**src/rtl/crc_stream.sv**
```systemverilog
// Streaming LSB-first CRC engine: GEN appends the FCS after the payload, CHK flags the FCS as good or bad.
// Optional CRC_STATS_EN adds saturating good/bad frame counters (good_cnt, bad_cnt).
module crc_stream #(
  parameter int                DATA_W  = 2,
  parameter int                CRC_W   = 32,
  parameter logic [CRC_W-1:0]  POLY    = 32'hEDB88320,
  parameter logic [CRC_W-1:0]  INIT    = 32'hFFFFFFFF,
  parameter logic [CRC_W-1:0]  XOROUT  = 32'hFFFFFFFF,
  parameter logic [CRC_W-1:0]  RESIDUE = 32'hDEBB20E3
) (
  input  logic              clk,
  input  logic              reset,
  input  logic              mode,
  input  logic              in_valid,
  output logic              in_ready,
  input  logic [DATA_W-1:0] in_data,
  input  logic              in_last,
  output logic              out_valid,
  input  logic              out_ready,
  output logic [DATA_W-1:0] out_data,
  output logic              out_last,
  output logic              chk_done,
  output logic              chk_ok,
`ifdef CRC_STATS_EN
  output logic [15:0]       good_cnt,
  output logic [15:0]       bad_cnt,
`endif
  output logic [1:0]        dbg_state
);

  localparam int NBEATS = CRC_W / DATA_W;
  localparam int CNT_W  = (NBEATS > 1) ? $clog2(NBEATS) : 1;
  localparam logic [CNT_W-1:0] LAST_CNT = CNT_W'(NBEATS - 1);

  typedef enum logic [1:0] {
    ST_IDLE   = 2'd0,
    ST_DATA   = 2'd1,
    ST_APPEND = 2'd2
  } state_t;

  state_t           state;
  logic [CRC_W-1:0] crc;
  logic [CRC_W-1:0] fcs;
  logic [CNT_W-1:0] cnt;
  logic             mode_q;

  logic             cur_mode;
  logic [CRC_W-1:0] crc_base;
  logic [CRC_W-1:0] crc_next;
  logic             in_xfer;
  logic             out_xfer;

  // DATA_W serial LFSR steps, bit 0 first, unrolled into one cycle.
  function automatic logic [CRC_W-1:0] crc_step(input logic [CRC_W-1:0] c_in,
                                                input logic [DATA_W-1:0] d);
    logic [CRC_W-1:0] c;
    c = c_in;
    for (int i = 0; i < DATA_W; i++) begin
      c = (c >> 1) ^ ((c[0] ^ d[i]) ? POLY : '0);
    end
    return c;
  endfunction

  // Handshake: a beat moves on any cycle where valid && ready; the sender
  // keeps data, last and mode stable while valid is high and ready is low.
  always_comb begin
    cur_mode  = (state == ST_IDLE) ? mode : mode_q;
    crc_base  = (state == ST_IDLE) ? INIT : crc;
    crc_next  = crc_step(crc_base, in_data);
    in_ready  = 1'b0;
    out_valid = 1'b0;
    out_data  = in_data;
    out_last  = 1'b0;
    if (!reset) begin
      if (state == ST_APPEND) begin
        out_valid = 1'b1;
        out_data  = fcs[DATA_W-1:0];
        out_last  = (cnt == LAST_CNT);
      end else begin
        in_ready  = out_ready;
        out_valid = in_valid;
        out_last  = cur_mode & in_last;
      end
    end
  end

  assign in_xfer   = in_valid & in_ready;
  assign out_xfer  = out_valid & out_ready;
  assign dbg_state = state;

  // fcs is shifted down one beat per output transfer, so its low bits are
  // always the beat selected by cnt.
  always_ff @(posedge clk) begin
    if (reset) begin
      state    <= ST_IDLE;
      crc      <= INIT;
      fcs      <= '0;
      cnt      <= '0;
      mode_q   <= 1'b0;
      chk_done <= 1'b0;
      chk_ok   <= 1'b0;
    end else begin
      chk_done <= 1'b0;
      case (state)
        ST_IDLE, ST_DATA: begin
          if (in_xfer) begin
            mode_q <= cur_mode;
            if (in_last) begin
              crc <= INIT;
              if (cur_mode) begin
                chk_done <= 1'b1;
                chk_ok   <= (crc_next == RESIDUE);
                state    <= ST_IDLE;
              end else begin
                fcs   <= crc_next ^ XOROUT;
                cnt   <= '0;
                state <= ST_APPEND;
              end
            end else begin
              crc   <= crc_next;
              state <= ST_DATA;
            end
          end
        end
        ST_APPEND: begin
          if (out_xfer) begin
            fcs <= fcs >> DATA_W;
            if (cnt == LAST_CNT) begin
              cnt   <= '0;
              crc   <= INIT;
              state <= ST_IDLE;
            end else begin
              cnt <= cnt + 1'b1;
            end
          end
        end
        default: state <= ST_IDLE;
      endcase
    end
  end

`ifdef CRC_STATS_EN
  always_ff @(posedge clk) begin
    if (reset) begin
      good_cnt <= '0;
      bad_cnt  <= '0;
    end else if (chk_done) begin
      if (chk_ok) begin
        if (good_cnt != 16'hFFFF) good_cnt <= good_cnt + 16'd1;
      end else begin
        if (bad_cnt != 16'hFFFF) bad_cnt <= bad_cnt + 16'd1;
      end
    end
  end
`endif

endmodule
```
**config.mk**
```make
export PLATFORM = sky130hd
export DESIGN_NAME = crc_stream
export DESIGN_NICKNAME = d
export VERILOG_FILES = /design/src/rtl/crc_stream.sv
export SDC_FILE = /design/constraint.sdc
export NUM_CORES = 1
export LEC_CHECK = 0
export BUFFER_PORTS_ARGS = -buffer_cell sky130_fd_sc_hd__buf_2
export CAP_MARGIN = 20
export CORE_UTILIZATION = 30
export CTS_BUF_LIST = sky130_fd_sc_hd__clkbuf_8 sky130_fd_sc_hd__clkbuf_16
export DETAILED_ROUTE_END_ITERATION = 8
export PLACE_DENSITY_LB_ADDON = 0.3
export SYNTH_ARGS = -nofsm -noshare
export SYNTH_HDL_FRONTEND = slang
export SYNTH_SLANG_ARGS = --single-unit
```
**constraint.sdc**
```tcl
create_clock -name clk -period 5.9 [get_ports clk]
set_clock_uncertainty 0.1 [all_clocks]
set_input_delay 0.59 -clock clk [delete_from_list [all_inputs] [get_ports clk]]
set_output_delay 0.59 -clock clk [all_outputs]
set_load 0.005 [all_outputs]
```
==> results of run 1 <==
[per-stage QoR]
stage           power, W  setup WS, ns  utilization [%]  instances  instance area, sq um
3_3_place_gp   0.0006666         2.724            32.02        653                  4257
4_1_cts         0.001217         2.440            34.46        669                  4582
5_1_grt         0.001261         2.303            34.65        670                  4607
2_1_floorplan  0.0006324         3.790                -        496                  4110
6_report        0.001207         2.476            34.65        670                  4607
3_5_place_dp   0.0006692         2.692            32.22        654                  4284
[metal layers]
metal  wire length (um)  up-vias
met5                  0        -
met4                182        0
met3                556       12
met2               5098       71
met1               5397     1674
li1                   -     1707
[worst min-delay path by stage]
stage                          from                   end  slack (ns)  depth (start not counted)
2_1_floorplan  fcs[30]$_SDFFE_PP0P_  fcs[30]$_SDFFE_PP0P_        0.33                          2
3_3_place_gp   fcs[30]$_SDFFE_PP0P_  fcs[30]$_SDFFE_PP0P_        0.34                          2
3_5_place_dp   fcs[27]$_SDFFE_PP0P_  fcs[27]$_SDFFE_PP0P_        0.35                          2
4_1_cts        fcs[27]$_SDFFE_PP0P_  fcs[27]$_SDFFE_PP0P_        0.36                          2
5_1_grt        fcs[14]$_SDFFE_PP0P_  fcs[14]$_SDFFE_PP0P_        0.39                          2
6_report       fcs[30]$_SDFFE_PP0P_  fcs[30]$_SDFFE_PP0P_        0.36                          2
[power breakdown]
group / leakage (nW) / internal (W) / switching (W) / total (W)
clock network: 0.150 / 0.000345 / 0.000202 / 0.000547
logic: 1.01 / 0.0000606 / 0.0000813 / 0.000142
registers: 0.592 / 0.000506 / 0.0000129 / 0.000519
[cells by family (layout without fill, tap and decap cells)]
kind of cell | count (synthesis) | count (layout) | synth area share (%)
simple gates | 205 | 205 | 24.08
flops | 73 | 73 | 35.56
xor+xnor | 41 | 41 | 13.12
mux | 6 | 6 | 1.552
buf+inv | 58 | 56 | 6.484
fa+ha+maj | 1 | 1 | 0.3044
compound gates | 112 | 112 | 18.90
[area by class of cell]
class | instances | share of cell area, %
clock inverters | 4 | 0.9777
well taps | 176 | 4.780
clock buffers | 11 | 5.486
inverters | 16 | 1.304
multi-input cells | 365 | 51.71
repair buffers | 25 | 4.020
flip-flops and latches | 73 | 31.72
[cell usage after synthesis, types with 2 or more instances]
master     instances
a311oi_1           7
xor2_1             6
mux2i_1            3
nor3_1            33
nor2_1            83
nand2b_1          18
nor4_1             4
dfxtp_1           73
buf_2             12
nand3_1            4
a211oi_1           7
o211ai_1           4
a21oi_1           40
o22ai_1            6
o31ai_1            2
xnor2_1           21
o2bb2ai_1          7
mux2_2             3
buf_6              4
xnor3_1           12
nor3b_1            5
or2_2              6
nand4_1            4
a31oi_1            2
and3_1             2
xnor2_2            2
a211o_1            3
nand4b_1           2
nand3b_1           2
o21ai_0            4
a22oi_1            4
buf_1              4
a2bb2oi_1          4
or3_1              3
o21bai_1          14
inv_1             16
clkbuf_1          21
nand2_1           30
[state kept, by name (all words and copies together), names as in the netlist]
signal     count
chk_done       1
mode_q         1
dbg_state      2
crc           32
cnt            4
chk_ok         1
fcs           32
[worst reg2reg max path: cells and delay by family, from the launching register on]
| family | cells | cell delay [ns] |
|---|---|---|
| AO/OA/AOI/OAI | 3 | 0.60 |
| buffers and inverters | 2 | 0.58 |
| flip-flops | 1 | 1.05 |
| AND/OR/NAND/NOR | 2 | 0.67 |
==> qor.csv, run 1 <==
stage,metric,value,unit
finish,fill count,1384,
synth,syn_nets,505,
global_route,GRT met3 Usage,3.257,%
timing,"Hold Violations, Final",0,
setup_path,arrival time worst endpoint,2.73,ns
setup_path,CP Depth,4,
synth,"Avg Cell Area, Syn",8.287,sq um
finish,most frequent cells in the layout,"nor2_1 (83), dfxtp_1 (73), a21oi_1 (40), nor3_1 (33), nand2_1 (30)",
finish,Sequential Area,0.001461,sq mm
route,first-iteration detailed-routing DRC count,332,
die,Initial Utilization,30.91,%
global_route,routing usage on met1,23.14,%
global_route,first-pass GRT wire length,18.33,mm
clocking,H-tree Lvls,3,
global_route,GRT busiest layer,met2,
worst_hold_path,Hold Crit Class,reg2reg,
finish,P&R area growth vs syn,12.09,%
timing,fmax,0.2921,GHz
status,status,finished clean,
setup_path,Worst EP required,5.21,ns
setup_path,reg2reg end,chk_ok$_SDFFE_PP0P_,
timing,max-slew violation count,0,
synth,top post-synthesis cells by area,"dfxtp_1 (36%), nor2_1 (7.6%), xnor3_1 (6.6%), a21oi_1 (4.9%), xnor2_1 (4.5%)",
clocking,clk sinks,73,
clocking,Skew-Pair Late Insertion Delay,0.33,ns
die,Site Rows,42,
setup_path,worst-case reg-to-reg path depth,7,
power,Worst VDD drop,0.1526,mV
global_route,antenna violations before repair,0,
route,Total Wirelength,11.24,mm
setup_path,FF-to-FF setup slack,2.81,ns
die,core area,0.01330,sq mm
setup_path,Setup Crit Path Kind,reg2out,
timing,TNS Setup,0,ns
setup_path,CP max stage delay,1.05,ns
setup_path,Crit Path Max Fanout,33,
clocking,CTS-repair resized insts,0,
setup_path,FF-to-FF Start,dbg_state[0]$_SDFFE_PP0P_,
global_route,pin count of the biggest net entering global routing,53,
die,I/O pins,17,
route,routed vias/inst,5.170,
timing,unrepaired setup endpoints after global routing,no,
synth,Netlist Area Pre-Place,0.004110,sq mm
finish,share of cells above drive strength 1,10.93,%
placed_design,RePlAce Congestion,0.8197,
global_route,GRT Util Overall,16.69,%
clocking,Clock Path Buffers,2,
setup_path,family with the most delay on the worst path,flip-flops,
finish,fin nets,499,
clocking,CTS Buf Count,9,
timing,setup violators final,0,
synth,number of synthesized flops with an enable pin,0,
global_route,Congestion Overflow GR,0,
clocking,CTS tree,built,
synth,Yosys top cell area share,35.56,%
route,routed via count,3464,
placed_design,DP HPWL,7.597,mm
setup_path,CP endpoint,out_data[1],
global_route,vias in the first global route,3330,
timing,worst slew pin tran,1.107,ns
setup_path,CP endpoint kind,primary output,
run,max_cap viols,0,
power,Cell Pwr Density,262.1,mW/mm^2
die,die area,0.01417,sq mm
power,Lkg Pwr,1.757,nW
synth,Yosys top cell by area,dfxtp_1,
clocking,# Post-CTS Setup Buffers,0,
timing,Final min period,3.424,ns
setup_path,Worst Setup SP,dbg_state[0]$_SDFFE_PP0P_,
timing,Slew HR,26.08,%
synth,Async SR Flop Fraction,0,%
setup_path,CP cell instances,"nand2b_1, nor2_1, mux2_2, buf_2",
setup_path,Critical path buffers and inverters,1,
synth,"Top FF cell, synth",dfxtp_1,
synth,synthesized flop and latch total,73,
clocking,Worst-path clk slew,0.06,ns
synth,Synthesis Warnings,0,
finish,"commonest non-fill, non-tap cell in the layout",nor2_1,
global_route,met2 usage,25.58,%
finish,area of the multi-input gates,0.002382,sq mm
die,die height,119.1,um
synth,Syn Inst Count,496,
finish,# diodes,0,
route,WL/cell,16.77,um
route,DRC,0,
synth,sequential area share after synthesis,35.56,%
synth,Yosys cell types,57,
route,post-route ant nets,0,
die,die width,119.1,um
clocking,Root Driver,clkbuf_16,
clocking,hold_buf cts,0,
route,Pre-Repair DR Iteration Count,4,
setup_path,CP Launch Type,register,
timing,Min Hold Slack,0.3565,ns
setup_path,slowest CP cell,dfxtp_1,
timing,post-route clock period utilization,58.03,%
placed_design,port buffer count,16,
No activity file was read; power rests on OpenSTA's default activity.
==> run 2, diff against run 1 <==
Clock period 5.9 ns to 3.2 ns, I/O delays scaled along.
==> run 2 against run 1 <==
  * First-iteration DRC count down 27%
  * Combinational power grew 85%
  * Non-clock buffer count grew 6
  * Clock-buffer cell count unchanged
  * Power up 78%
  * Hold slack lost 0.14 ns
  * Cell area decreased by 0.33%
  * Sequential share of layout area is 0.10 points higher
  * Sequential power is 84% higher
  * Critical endpoint is now out_data[0]
  * Largest cell class unchanged
==> qor.csv, run 2 (synthesis results as in run 1) <==
stage,metric,value,unit
setup_path,CP Depth,4,
global_route,vias in the first global route,3434,
timing,fmax,0.4094,GHz
clocking,Worst-path clk slew,0.05,ns
power,Lkg Pwr,1.767,nW
finish,# diodes,0,
timing,unrepaired setup endpoints after global routing,no,
finish,fill count,1388,
finish,share of cells above drive strength 1,12.18,%
placed_design,port buffer count,16,
setup_path,FF-to-FF setup slack,0.85,ns
worst_hold_path,hold depth,3,
placed_design,DP HPWL,7.634,mm
die,Initial Utilization,30.91,%
setup_path,CP max stage delay,0.59,ns
power,Power Total,0.002151,W
timing,worst slew pin tran,0.8913,ns
worst_hold_path,Hold Crit Start,mode,
setup_path,arrival time worst endpoint,2.02,ns
power,Switch Pwr,0.0005510,W
route,routed via count,3480,
global_route,pin count of the biggest net entering global routing,51,
clocking,hold_buf cts,0,
setup_path,worst-case reg-to-reg path depth,6,
clocking,clk sinks,73,
power,sw frac,25.61,%
setup_path,reg2reg end,chk_ok$_SDFFE_PP0P_,
power,Int Pwr,0.001600,W
finish,"commonest non-fill, non-tap cell in the layout",nor2_1,
die,I/O pins,17,
finish,P&R area growth vs syn,11.72,%
setup_path,CP endpoint kind,primary output,
status,status,finished clean,
setup_path,FF-to-FF Start,dbg_state[1]$_SDFFE_PP0P_,
global_route,antenna violations before repair,0,
worst_hold_path,Hold Crit Class,in2reg,
setup_path,CP cell instances,"nand2b_1, nor2_1, mux2_2, buf_2",
timing,setup violators final,0,
finish,Sequential Area,0.001461,sq mm
route,post-route ant nets,0,
die,die height,119.1,um
run,max_cap viols,0,
route,DRC,0,
worst_hold_path,Hold Path End,mode_q$_SDFFE_PP0P_,
power,Reg power frac,44.3,%
setup_path,Worst EP required,2.78,ns
route,WL/cell,16.36,um
route,routed vias/inst,5.140,
power,Cell Pwr Density,468.5,mW/mm^2
die,die width,119.1,um
timing,Final min period,2.442,ns
die,Site Rows,42,
finish,post-route non-filler standard cell count,677,
finish,post-layout util,34.54,%
setup_path,Crit Path Max Fanout,15,
timing,"Hold Violations, Final",0,
clocking,CTS-repair resized insts,0,
finish,biggest regs,"crc x32, fcs x32, cnt x4",
power,Worst VDD drop,0.3557,mV
clocking,Root Driver,clkbuf_16,
clocking,H-tree Lvls,3,
setup_path,Critical path buffers and inverters,1,
timing,TNS Setup,0,ns
route,Pre-Repair DR Iteration Count,4,
clocking,CTS tree,built,
setup_path,Setup Crit Path Kind,reg2out,
die,core area,0.01330,sq mm
placed_design,RePlAce Congestion,0.8053,
finish,most frequent cells in the layout,"nor2_1 (83), dfxtp_1 (73), a21oi_1 (40), nor3_1 (33), nand2_1 (30)",
die,die area,0.01417,sq mm
setup_path,family with the most delay on the worst path,flip-flops,
global_route,Congestion Overflow GR,0,
finish,area of the multi-input gates,0.002382,sq mm
power,clock network power share,43.5,%
timing,post-route clock period utilization,76.32,%
timing,max-slew violation count,0,
clocking,Clock Path Buffers,2,
finish,fin nets,505,
setup_path,CP Launch Type,register,
clocking,# Post-CTS Setup Buffers,0,
route,first-iteration detailed-routing DRC count,243,
setup_path,slowest CP cell,dfxtp_1,
timing,Min Hold Slack,0.2117,ns
timing,Slew HR,40.57,%
clocking,Skew-Pair Late Insertion Delay,0.34,ns
global_route,first-pass GRT wire length,18.33,mm
route,Total Wirelength,11.07,mm
placed_design,placed cell count,661,
power,combinational share of power,12.2,%
clocking,CTS Buf Count,9,
global_route,GRT Util Overall,16.63,%
[run 2: changes by cell type in the layout (fill, tap and decap cells not counted)]
cell        before  now
bufinv_16        1    0
buf_16           1    0
clkbuf_16       10    9
buf_4            7   15
clkinv_2         0    3
clkinvlp_4       1    0
[run 2: how the worst max path moves through the flow]
stage	slack, ns	from	end
5_1_grt	0.59	dbg_state[1]$_SDFFE_PP0P_	out_data[0]
6_report	0.76	dbg_state[1]$_SDFFE_PP0P_	out_data[0]
3_3_place_gp	0.88	crc[1]$_SDFFE_PP1P_	fcs[24]$_SDFFE_PP0P_
3_5_place_dp	0.86	dbg_state[1]$_SDFFE_PP0P_	chk_ok$_SDFFE_PP0P_
2_1_floorplan	1.32	dbg_state[1]$_SDFFE_PP0P_	chk_ok$_SDFFE_PP0P_
4_1_cts	0.74	dbg_state[1]$_SDFFE_PP0P_	out_data[0]
[run 2: area by class of cell]
class	count	area share, %
clock buffers	11	5.504
clock inverters	5	0.4905
inverters	16	1.308
multi-input cells	365	51.88
flip-flops and latches	73	31.83
well taps	176	4.796
repair buffers	31	4.196
[run 2: routing by layer]
metal | global-route usage [%] | part of all wire, %
met1 | 22.39 | 49
met2 | 26.02 | 45
met5 | 0 | 0
met4 | 5.538 | 1.6
met3 | 3.831 | 4.8
[run 2: worst min-delay path, cell delays in order]
cell     delay [ns]
buf_2          0.13
nand4_1        0.09
a21oi_1        0.05
[run 2: per-stage QoR]
| stage | setup WS (ns) | cell area [sq um] |
|---|---|---|
| after floorplan | 1.320 | 4110 |
| after global placement | 0.8773 | 4317 |
| after detailed placement | 0.8634 | 4317 |
| after CTS | 0.7424 | 4592 |
| after global routing | 0.5909 | 4592 |
| final | 0.7576 | 4592 |
[run 2: power by group through the flow]
stage | Combinational [W] | Sequential, W | Clock (W)
6_report | 0.000263 | 0.000953 | 0.000935
5_1_grt | 0.000287 | 0.000957 | 0.00100
4_1_cts | 0.000263 | 0.000953 | 0.000955
3_5_place_dp | 0.000261 | 0.000973 | 0
3_3_place_gp | 0.000262 | 0.000972 | 0
2_1_floorplan | 0.000202 | 0.000964 | 0
